File: config.mk
export PLATFORM = sky130hd
export DESIGN_NAME = cla_digit_serial_adder
export DESIGN_NICKNAME = d
export VERILOG_FILES = /design/src/rtl/cla_pkg.sv /design/src/rtl/cla4_slice.sv /design/src/rtl/cla_digit_serial_adder.sv
export SDC_FILE = /design/constraint.sdc
export NUM_CORES = 1
export LEC_CHECK = 0
export CAP_MARGIN = 10
export CORE_MARGIN = 3
export CORE_UTILIZATION = 54
export DETAILED_ROUTE_END_ITERATION = 12
export GPL_ROUTABILITY_DRIVEN = 0
export PLACE_DENSITY = 0.92
export SETUP_SLACK_MARGIN = 0.4
export SLEW_MARGIN = 20
export SYNTH_ARGS = -nofsm -noshare
export SYNTH_HDL_FRONTEND = slang
export SYNTH_SLANG_ARGS = --single-unit
File: constraint.sdc
create_clock -name clk -period 4.4 [get_ports clk]
set_input_delay 0.66 -clock clk [delete_from_list [all_inputs] [get_ports clk]]
set_output_delay 0.66 -clock clk [all_outputs]
set_load 0.02 [all_outputs]
File: src/rtl/cla_pkg.sv
// Shared constants for the digit-serial carry-lookahead adder.
package cla_pkg;

   localparam int DIGIT_W = 4;

   // FSM encodings; 2'b11 is unused and recovers to idle
   localparam logic [1:0] S_IDLE = 2'b00;
   localparam logic [1:0] S_RUN  = 2'b01;
   localparam logic [1:0] S_DONE = 2'b10;

   // Digit counter width: clog2 of the digit count, never below 1 bit
   function automatic int cnt_w(input int ndig);
      int w;
      w = $clog2(ndig);
      return (w < 1) ? 1 : w;
   endfunction

endpackage

File: src/rtl/cla4_slice.sv
// One 4-bit carry-lookahead slice, purely combinational.
module cla4_slice
   import cla_pkg::*;
(
   input  logic [DIGIT_W-1:0] x,
   input  logic [DIGIT_W-1:0] y,
   input  logic               ci,
   output logic [DIGIT_W-1:0] s,
   output logic               c3,
   output logic               c4
);

   logic [3:0] p;
   logic [3:0] g;
   logic       c1;
   logic       c2;

   // Propagate/generate, then every carry as a flat sum of products
   always_comb begin
      p  = x ^ y;
      g  = x & y;
      c1 = g[0] | (p[0] & ci);
      c2 = g[1] | (p[1] & g[0]) | (p[1] & p[0] & ci);
      c3 = g[2] | (p[2] & g[1]) | (p[2] & p[1] & g[0]) | (p[2] & p[1] & p[0] & ci);
      c4 = g[3] | (p[3] & g[2]) | (p[3] & p[2] & g[1]) | (p[3] & p[2] & p[1] & g[0])
         | (p[3] & p[2] & p[1] & p[0] & ci);
      s  = p ^ {c3, c2, c1, ci};
   end

endmodule

File: src/rtl/cla_digit_serial_adder.sv
// Digit-serial add/subtract: one 4-bit lookahead slice reused over
// WIDTH/4 clocks, LSB digit first, valid/ready on both sides.
module cla_digit_serial_adder
   import cla_pkg::*;
#(
   parameter int WIDTH = 16
) (
   input  logic             clk,
   input  logic             rst_n,
   input  logic             in_valid,
   output logic             in_ready,
   input  logic [WIDTH-1:0] a,
   input  logic [WIDTH-1:0] b,
   input  logic             sub,
   output logic             out_valid,
   input  logic             out_ready,
   output logic [WIDTH-1:0] sum,
   output logic             cout,
   output logic             ovf
);

   localparam int NDIG = WIDTH / DIGIT_W;
   localparam int CW   = cnt_w(NDIG);

   if ((WIDTH % DIGIT_W) != 0 || WIDTH < DIGIT_W) begin : g_bad_width
      $error("cla_digit_serial_adder: WIDTH must be a positive multiple of 4");
   end

   logic [1:0]       state_q, state_d;
   logic [CW-1:0]    cnt_q, cnt_d;
   logic [WIDTH-1:0] opa_q, opa_d;
   logic [WIDTH-1:0] opb_q, opb_d;
   logic             carry_q, carry_d;
   logic [WIDTH-1:0] sum_q, sum_d;
   logic             cout_q, cout_d;
   logic             ovf_q, ovf_d;

   logic [DIGIT_W-1:0]       dig_s;
   logic                     dig_c3;
   logic                     dig_c4;
   logic [WIDTH+DIGIT_W-1:0] sum_ext;

   cla4_slice u_slice (
      .x  (opa_q[DIGIT_W-1:0]),
      .y  (opb_q[DIGIT_W-1:0]),
      .ci (carry_q),
      .s  (dig_s),
      .c3 (dig_c3),
      .c4 (dig_c4)
   );

   // Next-state: accept in idle, one digit per clock in run, hold in done
   always_comb begin
      state_d = state_q;
      cnt_d   = cnt_q;
      opa_d   = opa_q;
      opb_d   = opb_q;
      carry_d = carry_q;
      sum_d   = sum_q;
      cout_d  = cout_q;
      ovf_d   = ovf_q;
      // new digit enters at the MSB end so the last digit lands correctly
      sum_ext = {dig_s, sum_q};
      case (state_q)
         S_IDLE: begin
            if (in_valid) begin
               opa_d   = a;
               opb_d   = sub ? ~b : b;
               carry_d = sub;
               cnt_d   = '0;
               state_d = S_RUN;
            end
         end
         S_RUN: begin
            sum_d   = sum_ext[WIDTH+DIGIT_W-1:DIGIT_W];
            opa_d   = opa_q >> DIGIT_W;
            opb_d   = opb_q >> DIGIT_W;
            carry_d = dig_c4;
            cnt_d   = cnt_q + CW'(1);
            if (cnt_q == CW'(NDIG - 1)) begin
               cout_d  = dig_c4;
               ovf_d   = dig_c3 ^ dig_c4;
               state_d = S_DONE;
            end
         end
         S_DONE: begin
            if (out_ready) state_d = S_IDLE;
         end
         default: state_d = S_IDLE;
      endcase
   end

   // State and datapath registers; reset discards any operation in flight
   always_ff @(posedge clk or negedge rst_n) begin
      if (!rst_n) begin
         state_q <= S_IDLE;
         cnt_q   <= '0;
         opa_q   <= '0;
         opb_q   <= '0;
         carry_q <= 1'b0;
         sum_q   <= '0;
         cout_q  <= 1'b0;
         ovf_q   <= 1'b0;
      end else begin
         state_q <= state_d;
         cnt_q   <= cnt_d;
         opa_q   <= opa_d;
         opb_q   <= opb_d;
         carry_q <= carry_d;
         sum_q   <= sum_d;
         cout_q  <= cout_d;
         ovf_q   <= ovf_d;
      end
   end

   assign in_ready  = (state_q == S_IDLE);
   assign out_valid = (state_q == S_DONE);
   assign sum       = sum_q;
   assign cout      = cout_q;
   assign ovf       = ovf_q;

endmodule

# --- Word-level counts from Yosys, hierarchy flattened ---
# Index checks and enable logic that the tools add are counted.
word_totals:
  ff_bits: 55
  input_bits: 37
  out_inout_bits: 20
  elab_cells: 64
classes:
  n_addsub: 1
  n_eq_ne: 6
  n_mux: 13
  bitwise_logic: 31
  reduce_logical: 5
ops:
  columns: ["cell", "count"]
  rows:
  - ["16-bit case mux with 2 select lines", 2]
  - ["16-bit two-way mux", 3]
  - ["1-bit bitwise AND", 16]
  - ["16-bit NOT", 1]
  - ["1-bit OR", 10]
  - ["2-bit two-way mux", 4]
  - ["4-bit bitwise XOR", 2]
  - ["2-bit case mux with 3 select lines", 1]
  - ["4-bit bitwise AND", 1]
  - ["2-bit equality test (second input constant)", 2]
  - ["2-bit inequality test (second input constant)", 2]
  - ["2-bit case mux with 2 select lines", 1]
  - ["2-bit AND reduction", 2]
  - ["3-bit AND reduction", 1]
  - ["2-bit by 1-bit adder with 2-bit output (second input constant)", 1]
  - ["2-bit by 1-bit equality test with 1-bit output (second input constant)", 1]
  - ["2-bit zero test", 1]
  - ["2-bit by 1-bit inequality test with 1-bit output (second input constant)", 1]
  - ["1-bit case mux with 2 select lines", 1]
  - ["2-bit nonzero test", 1]
  - ["1-bit two-way mux", 1]
  - ["1-bit bitwise XOR", 1]

# --- Depth between registers and ports, before layout ---
logic_depth:
  ltp_word: 7
  depth_mapped: 6
  mapped_depth_nobuf: 5

# --- Hierarchy ---
# From an unflattened synthesis, not the netlist that was laid out.
unflattened:
  hier_cells: 255
  area_unflattened_um2: 2786.4
modules_own_cells:
  columns: ["module", "instances", "cells_each", "area_each_um2", "seq_area_each_um2"]
  rows:
  - ["cla_digit_serial_adder", 1, 237, 2631.3, 1376.3]
  - ["cla4_slice", 1, 18, 155.1, 0.0]

# --- Least setup slack after synthesis ---
# No wires, ideal clock.
synth_path:
  kind: "register to output"
  startpoint: "register state_q[0]"
  endpoint: "output port in_ready"
  arrival_ns: 1.008
  required_ns: 3.740
  setup_slack_ns: 2.732
  path_stages_with_launch: 4
  n_path_buf: 2
  cell_sequence: "dfrtp_1 > buf_2 > buf_2 > nor2_1"
synth_via:
  elab_chain_cells: 1
synth_rtl:
  columns: ["element", "line_no", "text"]
  rows:
  - ["start: declaration", "cla_digit_serial_adder.sv:29", "logic [1:0] state_q, state_d;"]
  - ["start signal: assignment", "cla_digit_serial_adder.sv:105", "state_q <= state_d;"]
  - ["2-bit zero test", "cla_digit_serial_adder.sv:116", "assign in_ready = (state_q == S_IDLE);"]
  - ["end: declaration", "cla_digit_serial_adder.sv:11", "output logic in_ready,"]
# No other way between the ends.

# --- Final worst setup path ---
layout_path:
  startpoint: "register state_q[1]"
  endpoint: "output port out_valid"
layout_via:
  elab_chain_cells: 1
layout_rtl:
  columns: ["element", "line_no", "text"]
  rows:
  - ["2-bit equality test", "cla_digit_serial_adder.sv:117", "assign out_valid = (state_q == S_DONE);"]
  - ["end: declaration", "cla_digit_serial_adder.sv:15", "output logic out_valid,"]
# No other way between the ends.

==> flow_metrics.py <==
metrics = {
    "route": {
        "wl_per_cell_um": 14.57,
        "dr.pass1.iters": 4,
        "vias_per_cell": 5.575,
        "route.detailed.drc": 0,
        "drtAntennaViolNets": 0,
        "routed-via-count": 2191,
        "drt_iter0_drc": 95,
        "wirelength_mm": 5.727,
    },
    "place": {
        "dp_cells": 387,
        "port_buffers": 56,
        "dpl.hpwl_mm": 4.009,
    },
    "floorplan": {
        "die_y_um": 76.32,
        "coreArea_sq_um": 4564,
        "io_pins": 57,
        "die_w_um": 76.32,
        "std_cell_rows": 24,
        "dieArea_sq_um": 5824,
        "initial_core_util_pct": 58.50,
    },
    "critical_path": {
        "start_kind": "flip-flop",
        "rr_worst_depth": 4,
        "r2r-end": "carry_q",
        "rrSetupSlack_ps": 2000,
        "end_kind": "output port",
        "path_class": "flip-flop to output port",
        "r2r-start": "state_q[1]",
        "worst-path-buf-inv": 2,
        "crit_family": "buffers and inverters",
        "slowest_stage": "dfrtp_1",
        "cp.arrival_ps": 2170,
        "cp_slowest_stage_delay_ps": 740,
        "crit_chain": "inv_2, nor2_1, clkdlybuf4s50_1",
        "path_max_fanout": 23,
        "required_ps": 3740,
    },
    "logic_synthesis": {
        "synth.yosys.warnings": 0,
        "synth_nets": 327,
        "asyncSetResetFlopFracSynth_pct": 100.0,
        "synth-seq-area-share_pct": 51.55,
        "yosys.area.top_type": "dfrtp_1",
        "avgSynthCellArea_sq_um": 9.402,
        "synth.area.top_cells": "dfrtp_1, nand2_1, o22ai_1, a21oi_1, xnor2_1",
        "synth_area_sq_um": 2670,
        "synthCells": 284,
        "synth_edf_count": 0,
        "yosysTopAreaCellShare_pct": 51.55,
        "synth_seq_cells": 55,
        "synth.distinct_cells": 34,
        "synthFlopType": "dfrtp_1",
    },
    "grt": {
        "grt_util_met2_pct": 33.92,
        "grt_pass1_wl_mm": 9.729,
        "grt_overflow": 0,
        "grt_usage_pct": 20.36,
        "grt_pass1_vias": 2095,
        "met3_usage_pct": 2.837,
        "globalRouteMet1Util_pct": 27.02,
        "antenna_found_initial": 0,
        "grt_max_degree": 56,
        "grt-busiest-layer": "met2",
    },
    "pwr": {
        "switching_share_pct": 42.41,
        "p_switching_uw": 1007,
        "pwr-share-comb_pct": 49.1,
        "p_seq_share_pct": 39.9,
        "power_leakage_uw": 0.001419,
        "clock_power_share_pct": 11.0,
        "vdd_drop_max_mv": 0.3745,
        "p_int_uw": 1368,
        "power-per-cell-area_nw_per_um2": 724.3,
    },
    "cells_and_area": {
        "drive_above_1_share_pct": 4.573,
        "stdcell_count": 393,
        "area_delta_synth_final_pct": 22.82,
        "nNetsFinal": 372,
        "antenna_cells": 0,
    },
    "sta": {
        "fin_crit_sh_pct": 64.35,
        "fin_crit_ps": 2831,
        "relSlewSlack_pct": 34.36,
        "rsz0062_at_grt": "no",
        "final.setup.tns_ps": 0,
        "fmax_mhz": 353.2,
        "worst_pin_slew_ps": 982.2,
        "report.final.slew_viol_count": 0,
        "final-hold-violation-count": 0,
        "setup_viol": 0,
        "clock_skew_ps": 4.300,
    },
    "clock_tree": {
        "worstSkewPairLatency_ps": 310,
        "cts.repair.resized": 0,
        "numCtsBuffers": 5,
        "hold_buffers": 0,
        "cts-root-buf": "clkbuf_8",
        "cts_tree": "built",
        "htree_levels": 2,
        "post_cts_buffers": 0,
        "cts_max_path_buffers": 2,
        "clkSlewWorstSetupHoldPaths_ps": 90,
        "cts.sinks": 55,
    },
    "flow_run": {
        "max-cap-violations": 0,
    },
    "status": {
        "status": "finished, final reports clean",
    },
    "min_path": {
        "hp-class": "input pin to asynchronous set/reset pin",
    },
}
-- kinds of logic after synthesis --
family                   after synthesis  synth area share (%)
AND/OR/NAND/NOR                       88                 13.78
adder cells (fa/ha/maj)                6                 3.093
AO/OA/AOI/OAI                         91                 20.34
buffers and inverters                 25                 4.967
multiplexers                           1                0.3749
flip-flops                            55                 51.55
XOR/XNOR                              18                 5.904
-- registers in the layout, indices dropped and copies added, names as in the netlist --
signal and count:
state_q 2, sum 16, opb_q 16, carry_q 1
opa_q 16, ovf 1, cnt_q 2, cout 1
-- synthesized netlist by cell type, drive strengths merged, types with 2 or more instances --
| cell type | instances |
|---|---|
| ha | 5 |
| clkbuf | 2 |
| buf | 17 |
| nand2 | 62 |
| a22o | 5 |
| and2b | 2 |
| xnor2 | 10 |
| a31oi | 2 |
| nor2b | 5 |
| a22oi | 6 |
| o21ai | 26 |
| dfrtp | 55 |
| nor2 | 17 |
| a211oi | 2 |
| xor2 | 8 |
| a21oi | 25 |
| inv | 6 |
| o22ai | 21 |
-- worst max path at each step --
stage               start   endpoint  slack (ps)  depth (start not counted)
2_1_floorplan  state_q[0]   in_ready        2730                          3
3_3_place_gp     in_valid    carry_q        1790                          5
3_5_place_dp     in_valid    carry_q        1760                          5
4_1_cts        state_q[1]  out_valid        1590                          3
5_1_grt        state_q[1]  out_valid        1410                          3
6_report       state_q[1]  out_valid        1570                          3
-- per-layer routing --
metal | up-vias | share of wire, %
li1 | 1065 | -
met2 | 89 | 51
met1 | 1029 | 42
met5 | - | 0
met4 | 0 | 1.3
met3 | 8 | 5.8
-- placed cells by master, fill, tap and decap left out, drive strengths merged --
cell type	count
a22o	5
clkdlybuf4s50	55
xnor2	10
and2b	2
o22a	1
buf	2
nor2b	5
xor2	8
clkbuf	6
dfrtp	55
a22oi	6
a21oi	25
ha	5
nand2	62
o21ai	26
nor2	17
nand2b	1
a21o	1
o31ai	1
inv	6
and2	1
a211oi	2
a31oi	2
o21bai	1
o22ai	21
mux2i	1
fa	1
-- area by class of cell --
type,instances,area (sq um)
timing repair buffer,57,563.0
multi-input combinational,204,1164
inverter,6,22.52
fill,355,1285
clock buffer,6,72.57
sequential,55,1376
tap,65,81.33
-- worst reg2reg max path, delay by kind of cell (launching register included) --
kind                   cells  cell delay [ps]
and+or+nand+nor            1              820
DFF                        1              740
AOI/OAI and AO/OA          2              400
buffers and inverters      1              340
-- through the flow --
stage          instance area (sq um)  hold WS (ps)  worst slack, ps  utilization, %  power (uW)
2_1_floorplan                   2670         364.4             2732               -        1754
3_3_place_gp                    3204         457.0             1794           70.20        2058
3_5_place_dp                    3204         461.4             1757           70.20        2122
4_1_cts                         3277         482.7             1591           71.79        2380
5_1_grt                         3279         501.5             1414           71.85        2558
6_report                        3279         462.1             1569           71.85        2375
-- power groups by stage --
stage	logic (uW)	registers, uW	clock network [uW]
after floorplan	786	968	0
after global placement	1120	940	0
after detailed placement	1170	953	0
after CTS	1170	942	263
after global routing	1300	978	281
final	1170	947	262
Power figures use the tool's default switching activity.
